## src/rtl/dm_arb_pkg.sv

```systemverilog
// dm_arb_pkg: shared types and constants for the data-memory port arbiter.
//   state_t : arbiter FSM states (IDLE, ACCESS, ACK)
//   owner_t : which requester owns the current access (OWN_P0, OWN_P1)
//   DM_AW / DM_DW : data memory address and data widths (64 x 32)
package dm_arb_pkg;

    localparam int DM_AW = 6;
    localparam int DM_DW = 32;

    typedef enum logic [1:0] {
        IDLE   = 2'd0,
        ACCESS = 2'd1,
        ACK    = 2'd2
    } state_t;

    typedef enum logic {
        OWN_P0 = 1'b0,
        OWN_P1 = 1'b1
    } owner_t;

endpackage

```

## src/rtl/dm_arb_prio.sv

```systemverilog
// dm_arb_prio: winner selection and starvation guard for dm_port_arbiter.
// Ports:
//   clk, clr      : clock, asynchronous active-high reset
//   p0_req        : port 0 (pipeline MEM stage) request
//   p1_req        : port 1 (debug/loader) request
//   grant_en      : high while the arbiter FSM is in IDLE and may grant
//   grant_valid   : a grant happens at the next clock edge
//   grant_owner   : winning port (OWN_P0 / OWN_P1), valid with grant_valid
//   conflict      : grant with both requests high
// Port 0 has fixed priority; once it has won MAX_WAIT times in a row while
// port 1 was waiting, port 1 is forced through.
module dm_arb_prio
    import dm_arb_pkg::*;
#(
    parameter int MAX_WAIT = 4
) (
    input  logic clk,
    input  logic clr,
    input  logic p0_req,
    input  logic p1_req,
    input  logic grant_en,
    output logic grant_valid,
    output logic grant_owner,
    output logic conflict
);

    localparam logic [3:0] MAX_CNT = 4'(MAX_WAIT);

    logic [3:0] wait_cnt_q;
    logic       force_p1;

    always_comb begin
        force_p1    = (wait_cnt_q == MAX_CNT);
        grant_valid = grant_en & (p0_req | p1_req);
        conflict    = grant_en & p0_req & p1_req;
        grant_owner = OWN_P0;
        if (p1_req && (!p0_req || force_p1)) begin
            grant_owner = OWN_P1;
        end
    end

    // Counts consecutive port 0 wins that port 1 had to sit through.
    always_ff @(posedge clk or posedge clr) begin
        if (clr) begin
            wait_cnt_q <= '0;
        end else if (grant_valid) begin
            if (grant_owner == OWN_P1) begin
                wait_cnt_q <= '0;
            end else if (p1_req) begin
                if (wait_cnt_q != MAX_CNT) begin
                    wait_cnt_q <= wait_cnt_q + 4'd1;
                end
            end else begin
                wait_cnt_q <= '0;
            end
        end
    end

endmodule

```

## src/rtl/dm_port_arbiter.sv

```systemverilog
// dm_port_arbiter: shares the single-port 64x32 data memory between the
// pipeline MEM stage (port 0) and the debug/display/console loader (port 1).
// Each access takes IDLE (grant) -> ACCESS (memory strobe) -> ACK (pulse).
// Ports:
//   clk, clr                   : clock, asynchronous active-high reset
//   pN_req/we/addr/wdata       : request from port N, held until pN_ack
//   pN_ack, pN_rdata           : one-cycle completion pulse and read data
//   p0_stall                   : port 0 waiting (pipeline freeze)
//   dm_ra/rb/D/load/str/sel    : memory controls, active only in ACCESS
//   dm_A_out                   : combinational memory read data
// Optional: define DM_ARB_STATS_EN to add stat_p0_grants, stat_p1_grants
// and stat_conflicts (16-bit wrapping event counters).
module dm_port_arbiter
    import dm_arb_pkg::*;
#(
    parameter int AW       = DM_AW,
    parameter int DW       = DM_DW,
    parameter int MAX_WAIT = 4
) (
    input  logic          clk,
    input  logic          clr,
`ifdef DM_ARB_STATS_EN
    output logic [15:0]   stat_p0_grants,
    output logic [15:0]   stat_p1_grants,
    output logic [15:0]   stat_conflicts,
`endif
    input  logic          p0_req,
    input  logic          p0_we,
    input  logic [AW-1:0] p0_addr,
    input  logic [DW-1:0] p0_wdata,
    output logic          p0_ack,
    output logic [DW-1:0] p0_rdata,
    input  logic          p1_req,
    input  logic          p1_we,
    input  logic [AW-1:0] p1_addr,
    input  logic [DW-1:0] p1_wdata,
    output logic          p1_ack,
    output logic [DW-1:0] p1_rdata,
    output logic          p0_stall,
    output logic [AW-1:0] dm_ra,
    output logic [AW-1:0] dm_rb,
    output logic [DW-1:0] dm_D,
    output logic          dm_load,
    output logic          dm_str,
    output logic          dm_sel,
    input  logic [DW-1:0] dm_A_out
);

    state_t        state_q;
    logic          owner_q;
    logic          we_q;
    logic [AW-1:0] addr_q;
    logic [DW-1:0] wdata_q;
    logic [DW-1:0] p0_rdata_q;
    logic [DW-1:0] p1_rdata_q;
    logic          p0_ack_q;
    logic          p1_ack_q;

    logic          grant_valid;
    logic          grant_owner;
    logic          conflict;
    logic          req_we_d;
    logic [AW-1:0] req_addr_d;
    logic [DW-1:0] req_wdata_d;
    logic          in_access;

    dm_arb_prio #(
        .MAX_WAIT (MAX_WAIT)
    ) u_prio (
        .clk         (clk),
        .clr         (clr),
        .p0_req      (p0_req),
        .p1_req      (p1_req),
        .grant_en    (state_q == IDLE),
        .grant_valid (grant_valid),
        .grant_owner (grant_owner),
        .conflict    (conflict)
    );

    // Request fields of whichever port is about to win.
    always_comb begin
        req_we_d    = p0_we;
        req_addr_d  = p0_addr;
        req_wdata_d = p0_wdata;
        if (grant_owner == OWN_P1) begin
            req_we_d    = p1_we;
            req_addr_d  = p1_addr;
            req_wdata_d = p1_wdata;
        end
    end

    // Request fields are latched only at the grant, so a requester may change
    // them after the grant without disturbing the access in flight.
    always_ff @(posedge clk or posedge clr) begin
        if (clr) begin
            state_q    <= IDLE;
            owner_q    <= OWN_P0;
            we_q       <= 1'b0;
            addr_q     <= '0;
            wdata_q    <= '0;
            p0_rdata_q <= '0;
            p1_rdata_q <= '0;
            p0_ack_q   <= 1'b0;
            p1_ack_q   <= 1'b0;
        end else begin
            case (state_q)
                IDLE: begin
                    if (grant_valid) begin
                        owner_q <= grant_owner;
                        we_q    <= req_we_d;
                        addr_q  <= req_addr_d;
                        wdata_q <= req_wdata_d;
                        state_q <= ACCESS;
                    end
                end
                ACCESS: begin
                    if (!we_q) begin
                        if (owner_q == OWN_P1) begin
                            p1_rdata_q <= dm_A_out;
                        end else begin
                            p0_rdata_q <= dm_A_out;
                        end
                    end
                    p0_ack_q <= (owner_q == OWN_P0);
                    p1_ack_q <= (owner_q == OWN_P1);
                    state_q  <= ACK;
                end
                ACK: begin
                    p0_ack_q <= 1'b0;
                    p1_ack_q <= 1'b0;
                    state_q  <= IDLE;
                end
                default: begin
                    state_q <= IDLE;
                end
            endcase
        end
    end

    // Memory controls are only live during the single ACCESS cycle.
    always_comb begin
        in_access = (state_q == ACCESS);
        dm_sel    = in_access;
        dm_ra     = in_access ? addr_q : '0;
        dm_D      = in_access ? wdata_q : '0;
        dm_str    = in_access & we_q;
        dm_load   = in_access & ~we_q;
    end

    assign dm_rb    = dm_ra;
    assign p0_ack   = p0_ack_q;
    assign p1_ack   = p1_ack_q;
    assign p0_rdata = p0_rdata_q;
    assign p1_rdata = p1_rdata_q;
    assign p0_stall = p0_req & ~p0_ack_q;

`ifdef DM_ARB_STATS_EN
    logic [15:0] stat_p0_q;
    logic [15:0] stat_p1_q;
    logic [15:0] stat_conf_q;

    always_ff @(posedge clk or posedge clr) begin
        if (clr) begin
            stat_p0_q   <= '0;
            stat_p1_q   <= '0;
            stat_conf_q <= '0;
        end else if (grant_valid) begin
            if (grant_owner == OWN_P1) begin
                stat_p1_q <= stat_p1_q + 16'd1;
            end else begin
                stat_p0_q <= stat_p0_q + 16'd1;
            end
            if (conflict) begin
                stat_conf_q <= stat_conf_q + 16'd1;
            end
        end
    end

    assign stat_p0_grants = stat_p0_q;
    assign stat_p1_grants = stat_p1_q;
    assign stat_conflicts = stat_conf_q;
`endif

endmodule

```

## config.mk

```make
export PLATFORM = sky130hd
export DESIGN_NAME = dm_port_arbiter
export DESIGN_NICKNAME = d
export VERILOG_FILES = /design/src/rtl/dm_arb_pkg.sv /design/src/rtl/dm_arb_prio.sv /design/src/rtl/dm_port_arbiter.sv
export SDC_FILE = /design/constraint.sdc
export NUM_CORES = 1
export LEC_CHECK = 0
export ABC_AREA = 1
export BUFFER_PORTS_ARGS = -buffer_cell sky130_fd_sc_hd__buf_2
export CORE_AREA = 2 2 128 105
export DETAILED_ROUTE_END_ITERATION = 10
export DIE_AREA = 0 0 130 107
export PLACE_DENSITY = 0.84
export SYNTH_ARGS = -nofsm -noshare
export SYNTH_HDL_FRONTEND = slang
export SYNTH_SLANG_ARGS = --single-unit
```

## constraint.sdc

```tcl
create_clock -name clk -period 3.11 [get_ports clk]
set_input_delay 0.311 -clock clk [delete_from_list [all_inputs] [get_ports clk]]
set_output_delay 0.311 -clock clk [all_outputs]
set_load 0.02 [all_outputs]
```

### After elaboration in Yosys (flattened, before gate mapping)

Cells that the tools add are included.
W data, S select, Z words.

| storage, ports and cells | value |
|---|---|
| register bits after elaboration | 112 |
| bits of input ports | 114 |
| output and inout bits | 114 |
| logic and storage cells | 47 |

| cells by class | value |
|---|---|
| add/subtract/negate cells | 1 |
| eq/ne operators | 6 |
| muxes and demuxes | 13 |
| bitwise gates (word level) | 8 |
| reductions and logical operators | 9 |

Operator list:

| kind | count |
|---|---|
| $mux W32 | 2 |
| $mux W4 | 3 |
| $mux W6 | 2 |
| $reduce_and A3 Y1 | 2 |
| $add A4 B1 Y4 const B | 1 |
| $and A1 B1 Y1 | 4 |
| $eq A4 B3 Y1 const B | 1 |
| $ne A4 B3 Y1 const B | 1 |
| $pmux W1 S2 | 2 |
| $pmux W2 S2 | 1 |
| $reduce_and A2 Y1 | 2 |
| $ne A3 B1 Y1 const B | 1 |
| $not A1 Y1 | 3 |
| $eq A2 B1 Y1 const B | 1 |
| $eq A2 B2 Y1 const B | 1 |
| $logic_not A2 Y1 | 1 |
| $mux W1 | 2 |
| $mux W2 | 1 |
| $ne A2 B2 Y1 const B | 1 |
| $reduce_bool A2 Y1 | 1 |
| $logic_and A1 B1 Y1 | 1 |
| $logic_not A1 Y1 | 1 |
| $logic_or A1 B1 Y1 | 1 |
| $or A1 B1 Y1 | 1 |

### Longest topological paths before layout

Gate-level depths: netlist of the first run.

| depth | value |
|---|---|
| depth in word-level cells | 6 |
| gate-level depth with buffers | 9 |
| gate-level depth less buffers | 8 |

### By module

Synthesis of the first run repeated with hierarchy kept, for this count alone.

| unflattened totals | value |
|---|---|
| cell total of the unflattened synthesis | 744 |
| area, all modules | 5,650.4 µm² |

By module, submodules not included:

| module | instances | cells an instance | area each (µm²) | sequential area each (µm²) |
|---|---|---|---|---|
| dm_port_arbiter | 1 | 699 | 5,350.1 | 2,702.6 |
| dm_arb_prio | 1 | 45 | 300.3 | 100.1 |

### Worst setup path after synthesis of the first run

Ideal clock, no wire load.

| timing path | value |
|---|---|
| kind | register to output |
| start | reg state_q[1] |
| end | out dm_rb[5] |
| arrival time | 1,694 ps |
| required time | 2,799 ps |
| slack | 1,105 ps |
| cell stages (with the launch flop) | 8 |
| path buffers | 3 |
| cells stage by stage | dfrtp_1 -> inv_1 -> ha_1 -> clkbuf_1 -> buf_2 -> nand2_1 -> inv_1 -> buf_4 |

| between the ends | value |
|---|---|
| cells in the longest elaborated chain, start to end | 2 |

Ends and longest elaborated chain:

| element | line | RTL |
|---|---|---|
| start, declared | dm_port_arbiter.sv:49 | `state_t state_q;` |
| start signal, assigned | dm_port_arbiter.sv:96 | `state_q <= IDLE;` |
| start signal, assigned | dm_port_arbiter.sv:113 | `state_q <= ACCESS;` |
| start signal, assigned | dm_port_arbiter.sv:126 | `state_q <= ACK;` |
| $eq A2 B1 Y1 | dm_port_arbiter.sv:142 | `in_access = (state_q == ACCESS);` |
| net dm_sel | dm_port_arbiter.sv:45 | `output logic dm_sel,` |
| $mux W6 | dm_port_arbiter.sv:144 | `dm_ra = in_access ? addr_q : '0;` |
| end, declared | dm_port_arbiter.sv:41 | `output logic [AW-1:0] dm_rb,` |

The timed path passes the listed nets, and every way through them passes these cells.

### Worst setup path after layout of the first run

| timing path | value |
|---|---|
| start | reg state_q[1] |
| end | out dm_ra[4] |

| between the ends | value |
|---|---|
| cells in the longest elaborated chain, start to end | 2 |

Ends and longest elaborated chain:

| element | line | RTL |
|---|---|---|
| $eq A2 B1 Y1 | dm_port_arbiter.sv:142 |  |
| $mux W6 | dm_port_arbiter.sv:144 |  |
| end, declared | dm_port_arbiter.sv:40 | `output logic [AW-1:0] dm_ra,` |

Every way passes these cells.

==> metrics.md, run 1 <==
| Metric | Value |
|---|---|
| Result of the run | `finished, final reports clean` |
| Final net count | `1,045` |
| Top cell type by total area after synthesis | `sky130_fd_sc_hd__dfrtp_1` |
| Wire length reported by the detailed router | `13,000 um` |
| Ratio of cells with drive above 1 in the final layout | `0.280` |
| Family with the most delay on the worst path | `buffers and inverters` |
| Number of CTS-inserted buffers | `9` |
| Final hold slack | `0.0341 ns` |
| Number of design rule violations left after detail routing | `0` |
| DRC violation total after the first TritonRoute iteration | `309` |
| Number of post-CTS setup repair buffers | `0` |
| Clock transition at the registers of the reported paths | `0.07 ns` |
| TritonCTS clock tree | `done` |
| Class of the most critical setup path | `reg2out` |
| Area of the placeable core | `12,600 um^2` |
| RD Place Congestion | `0.775` |
| Row cnt | `37` |
| Most common cell type on the critical path | `sky130_fd_sc_hd__inv_1` |
| Post-synthesis to final-layout area growth | `28.1%` |
| Maximum clock frequency | `475 MHz` |
| Number of max-capacitance violations reported | `0` |
| Buffers plus inverters on the worst setup path | `4` |
| Async SR Flop Fraction | `1.00` |
| Die ar. | `13,900 um^2` |
| Antenna violations before repair | `1` |
| Classification of the worst-slack hold path | `in2async` |
| Post-cts sizing count | `0` |
| Largest fanout of any net on the critical path | `40` |
| Tcrit/Tclk final | `0.677` |
| Floorplan die height | `107 um` |
| Number of distinct library cell variants in the gate-level netlist after synthesis | `19` |
| Synthesized instance count | `721` |
| Setup-violating endpoint count in the final report | `0` |
| Share of Yosys cell area claimed by the top area cell type | `0.518` |
| Number of endpoints with negative hold slack in the final report | `0` |
| Horizontal extent of the die | `130 um` |
| Most instantiated cells after synthesis | `235 x sky130_fd_sc_hd__nand2_1, 163 x sky130_fd_sc_hd__inv_1, 112 x sky130_fd_sc_hd__dfrtp_1` |
| Final setup skew | `0.00512 ns` |
| Maximum level of the CTS H-tree | `3` |
| Number of sinks handled by clock tree synthesis | `112` |
| Critical path launch point type | `register` |
| Maximum ir drop on the vdd rail | `378 uV` |
| Unrepaired setup endpoints after global routing | `no` |
| CTS Hold Buffers Added | `0` |
| Largest net degree at the start of global routing | `65` |
| Starting Density | `0.428` |
| Crit path arrival time | `1.79 ns` |
| Number of top-level design ports | `228` |
| Placed wire-length estimate after detailed placement | `9550 um` |
| Minimum setup slack among reg-to-reg paths | `1.04 ns` |
| Clock Latency Late Sink | `0.35 ns` |
| Most common cell in the netlist | `sky130_fd_sc_hd__nand2_1` |
| Aggregate global routing overflow | `0` |
| Post-synthesis sequential area ratio | `0.518` |
| Total leakage power | `4.47 nW` |
| Via count of the first global-routing pass | `4,523` |
| Global router's overall resource usage | `0.189` |
| Pre-antenna DRT Iters | `4` |
| Post-Route Setup TNS | `0 ns` |
| Number of synthesized register bits | `112` |
| Largest cells by area after synthesis | `sky130_fd_sc_hd__dfrtp_1 52%, sky130_fd_sc_hd__nand2_1 16%, sky130_fd_sc_hd__inv_1 11%` |
| Syn Nets | `841` |
| Syn Area/Cell | `7.51 um^2` |
| # diodes | `0` |
| Standard cell with the maximum stage delay on the critical path | `sky130_fd_sc_hd__dfrtp_1` |
| Number of buffer cells added on primary ports | `227` |
| Delay of the slowest cell on the worst path | `0.38 ns` |
| Areal power density over the cells | `976 nW/um^2` |
| Clock Tree Root | `sky130_fd_sc_hd__clkbuf_16` |
| Pins Over Slew Limit | `0` |
| Required @ worst endpoint | `2.80 ns` |
| Clock period minus worst slack | `2.11 ns` |
| Slew Limit Headroom | `0.341` |
| Cell area after synthesis | `5420 um^2` |
| Global-route wire length before repair | `21,000 um` |
| Vias | `5,004` |
| Remaining antenna violation count | `0` |
| Category of the worst setup path capture point | `output port` |
| Vias per std cell | `4.53` |
| Clock Tree Buf Depth | `2` |
| Transition at the pin with the smallest max-transition slack | `0.986 ns` |
| Top_reg_cell synth | `sky130_fd_sc_hd__dfrtp_1` |
| Final routed wire length divided by cell count | `11.7 um` |
| Critical path, cell by cell | `inv_1 -> ha_2 -> buf_4 -> nand2_1 -> inv_1 -> buf_2` |
| Ys Warns | `0` |
| EDFF count, synth | `0` |
per-stage QoR:
stage,cell area [um^2],total power [mW],setup slack [ns],cells,util
finish,6940,6.77,1.00,1105,0.549
floorplan,5420,4.67,1.10,721,-
detailed placement,6650,5.72,1.00,1089,0.526
global placement,6650,5.62,1.10,1089,0.526
global route,6940,7.30,0.763,1105,0.549
CTS,6940,6.85,0.943,1105,0.549
area by class of cell:
cell class / count / area [um^2]
fill: 1228 / 5700
clock buffer: 10 / 239
inverter: 165 / 623
timing repair buffer: 236 / 1220
sequential: 112 / 2800
clock inverter: 6 / 51.3
multi-input combinational: 401 / 1790
tap: 175 / 219
layout by cell type, fill, tap and decap left out:
| master | instances |
|---|---|
| sky130_fd_sc_hd__clkbuf_16 | 9 |
| sky130_fd_sc_hd__inv_1 | 162 |
| sky130_fd_sc_hd__o22ai_1 | 2 |
| sky130_fd_sc_hd__buf_12 | 1 |
| sky130_fd_sc_hd__nor2_2 | 1 |
| sky130_fd_sc_hd__inv_2 | 2 |
| sky130_fd_sc_hd__ha_1 | 5 |
| sky130_fd_sc_hd__o21ai_0 | 66 |
| sky130_fd_sc_hd__nand3_1 | 81 |
| sky130_fd_sc_hd__xor2_1 | 2 |
| sky130_fd_sc_hd__clkinv_4 | 1 |
| sky130_fd_sc_hd__inv_8 | 2 |
| sky130_fd_sc_hd__buf_4 | 8 |
| sky130_fd_sc_hd__clkbuf_8 | 1 |
| sky130_fd_sc_hd__o21ai_1 | 1 |
| sky130_fd_sc_hd__nand2_1 | 235 |
| sky130_fd_sc_hd__clkinvlp_4 | 3 |
| sky130_fd_sc_hd__a21oi_4 | 1 |
| sky130_fd_sc_hd__nand2_2 | 2 |
| sky130_fd_sc_hd__buf_2 | 227 |
| sky130_fd_sc_hd__clkinv_2 | 1 |
| sky130_fd_sc_hd__nand4_1 | 2 |
| sky130_fd_sc_hd__ha_2 | 1 |
| sky130_fd_sc_hd__dfrtp_1 | 112 |
| sky130_fd_sc_hd__nor3_1 | 1 |
| sky130_fd_sc_hd__nor2_1 | 1 |
cells by family after synthesis:
logic type,count (synthesis),synth area share
and+or+nand+nor,323,0.245
buffers and inverters,208,0.153
DFF,112,0.518
AOI/OAI and AO/OA,70,0.0672
adders and majority gates,6,0.0139
xor gates and xnor gates,2,0.00324
power by group:
part           internal (mW)  switching [mW]
combinational           1.00            2.10
sequential              2.17           0.383
clock                  0.577           0.535
worst paths after layout:
path | endpoint | start | cells past startpoint
max reg2reg | p0_rdata[7] | state_q[1] | 6
min reg2reg | p0_rdata[8] | p0_rdata[8] | 2
max | dm_ra[4] | state_q[1] | 6
max in group asynchronous | p1_rdata[27] | clr | 3
min in group clk | p1_rdata[31] | dm_A_out[31] | 3
min | addr_q[2] | clr | 2
state kept, by name, summed over array words and instances (netlist names):
register,count
addr_q,6
owner_q,1
p0_ack,1
p0_rdata,32
p1_ack,1
p1_rdata,32
state_q,2
u_prio.wait_cnt_q,4
wdata_q,32
we_q,1
layer usage:
| layer | part of all wire | wire (um) | global-route usage | vias to the layer above |
|---|---|---|---|---|
| met2 | 0.50 | 6490 | 0.331 | 153 |
| met5 | 0 | 0 | 0 | - |
| met4 | 0.018 | 228 | 0.0584 | 0 |
| li1 | - | - | - | 2541 |
| met1 | 0.43 | 5610 | 0.232 | 2292 |
| met3 | 0.050 | 652 | 0.0399 | 18 |
No activity file was read; power rests on OpenSTA's default activity.
==> run 2: changes to the inputs <==
- clock period: 3.11 -> 1.9 ns (I/O delays scaled with it)
==> metrics.md, run 2 (same netlist as run 1, synthesis figures left out) <==
| Metric | Value |
|---|---|
| Vias per std cell | `4.54` |
| Tcrit/Tclk final | `0.918` |
| Starting Density | `0.428` |
| RD Place Congestion | `0.770` |
| Number of post-CTS setup repair buffers | `0` |
| Final routed wire length divided by cell count | `12.2 um` |
| # diodes | `0` |
| Area of the placeable core | `12,600 um^2` |
| Number of max-capacitance violations reported | `0` |
| Wire length reported by the detailed router | `13,500 um` |
| Maximum clock frequency | `573 MHz` |
| Ratio of cells with drive above 1 in the final layout | `0.284` |
| Clock Tree Buf Depth | `2` |
| Clock network fraction of design power | `0.177` |
| Number of design rule violations left after detail routing | `0` |
| Number of top-level design ports | `228` |
| Final setup skew | `0.00562 ns` |
| Cell-internal power | `6.52 mW` |
| Overall power consumption | `11.6 mW` |
| Clock Latency Late Sink | `0.34 ns` |
| Buffers plus inverters on the worst setup path | `4` |
| Pins Over Slew Limit | `0` |
| Die ar. | `13,900 um^2` |
| Number of buffer cells added on primary ports | `227` |
| Unrepaired setup endpoints after global routing | `no` |
| DRC violation total after the first TritonRoute iteration | `305` |
| Core Util, Final | `0.562` |
| Critical path, cell by cell | `inv_1 -> ha_4 -> buf_4 -> nand2_1 -> inv_1 -> buf_2` |
| Horizontal extent of the die | `130 um` |
| Slew Limit Headroom | `0.610` |
| Setup-violating endpoint count in the final report | `0` |
| Global router's overall resource usage | `0.195` |
| Number of sinks handled by clock tree synthesis | `112` |
| Critical path launch point type | `register` |
| Global-route wire length before repair | `21,800 um` |
| Via count of the first global-routing pass | `4,807` |
| Slack of the critical path | `0.156 ns` |
| Number of CTS-inserted buffers | `9` |
| Number of endpoints with negative hold slack in the final report | `0` |
| Final net count | `1,052` |
| Antenna violations before repair | `1` |
| Transition at the pin with the smallest max-transition slack | `0.583 ns` |
| Post-synthesis to final-layout area growth | `31.3%` |
| Largest net degree at the start of global routing | `65` |
| Floorplan die height | `107 um` |
| Sw Pwr | `5.04 mW` |
| Area of all sequential standard cells | `2800 um^2` |
| Remaining antenna violation count | `0` |
| Family with the most delay on the worst path | `buffers and inverters` |
| Row cnt | `37` |
| Class of the most critical setup path | `reg2out` |
| Clock transition at the registers of the reported paths | `0.07 ns` |
| Aggregate global routing overflow | `0` |
| Required @ worst endpoint | `1.71 ns` |
| Most common cell type on the critical path | `sky130_fd_sc_hd__inv_1` |
| Relative contribution of sequential cells to total power | `0.364` |
| Pre-CTS setup slack | `0.278 ns` |
| Vias | `5,048` |
| Delay of the slowest cell on the worst path | `0.39 ns` |
| Fraction of power spent switching nets | `0.436` |
| Maximum level of the CTS H-tree | `3` |
| Classification of the worst-slack hold path | `in2reg` |
| Pre-antenna DRT Iters | `5` |
| Largest fanout of any net on the critical path | `5` |
| Crit path arrival time | `1.55 ns` |
| Total area of multi-input combinational cells | `1800 um^2` |
| Category of the worst setup path capture point | `output port` |
| Clock period minus worst slack | `1.74 ns` |
| Filler Cells Inserted | `1,202` |
| Maximum ir drop on the vdd rail | `618 uV` |
| Comb power frac | `0.459` |
| Most common cell after layout, fill and taps aside | `sky130_fd_sc_hd__nand2_1` |
| TritonCTS clock tree | `done` |
| Placed wire-length estimate after detailed placement | `9720 um` |
| Most frequent cells in the layout | `235 x sky130_fd_sc_hd__nand2_1, 227 x sky130_fd_sc_hd__buf_2, 162 x sky130_fd_sc_hd__inv_1` |
| Post-Route Setup TNS | `0 ns` |
| Areal power density over the cells | `1630 nW/um^2` |
| Clock Tree Root | `sky130_fd_sc_hd__clkbuf_16` |
| Result of the run | `finished, final reports clean` |
| Total leakage power | `4.55 nW` |
| Standard cell with the maximum stage delay on the critical path | `sky130_fd_sc_hd__dfrtp_1` |
==> run 2: worst reg2reg max path, delay by kind of cell, from the launching register on <==
kind	cells	cell delay, ns
buf+inv	3	0.51
flops	1	0.39
simple gates	3	0.34
fa+ha+maj	1	0.21
compound gates	1	0.09
==> run 2: repair_timing <==
| action | CTS | global route |
|---|---|---|
| resized for setup | 1 | 3 |
| gates cloned | 0 | 1 |
| endpoints found under the hold margin | 24 | 0 |
| setup endpoints to repair | 39 | 39 |
| hold buffers | 1 | 0 |
==> run 2: final timing paths <==
kind	cells past startpoint	slack (ns)	start	endpoint
worst max-delay path	6	0.16	state_q[1]	dm_ra[4]
worst min-delay path	3	0.11	dm_A_out[12]	p1_rdata[12]
worst max register to register	8	0.23	state_q[1]	p0_rdata[31]
worst min register to register	2	0.48	addr_q[4]	addr_q[4]
max in group asynchronous	4	0.81	clr	p1_rdata[4]
min in group asynchronous	3	0.48	clr	p1_rdata[26]
==> run 2: through the flow <==
step           std cells  hold slack [ns]  instance area (um^2)
6_report            1112            0.110                  7110
5_1_grt             1112            0.115                  7110
4_1_cts             1111           0.0928                  7060
3_5_place_dp        1094            0.282                  6720
3_3_place_gp        1094            0.288                  6720
2_1_floorplan        721            0.349                  5420
==> run 2: area by class of cell <==
type                            instances  area share
Sequential cell                       112       0.394
Multi-Input combinational cell        401       0.253
Timing Repair Buffer                  243       0.188
Inverter                              165      0.0877
Clock buffer                            9      0.0317
Clock inverter                          7      0.0144
Tap cell                              175      0.0308
==> run 2: routing by layer <==
metal,vias to the layer above,share of wire,global-route usage
li1,2550,-,-
met1,2299,0.44,0.249
met2,162,0.48,0.325
met3,37,0.050,0.0384
met4,0,0.030,0.0753
met5,-,0,0
==> run 2: power groups by stage <==
stage / clock (mW) / sequential, mW / combinational, mW
6_report: 2.04 / 4.21 / 5.31
5_1_grt: 2.17 / 4.36 / 5.93
4_1_cts: 2.10 / 4.21 / 5.25
3_5_place_dp: 0 / 4.22 / 5.24
3_3_place_gp: 0 / 4.19 / 5.08
2_1_floorplan: 0 / 4.99 / 2.66
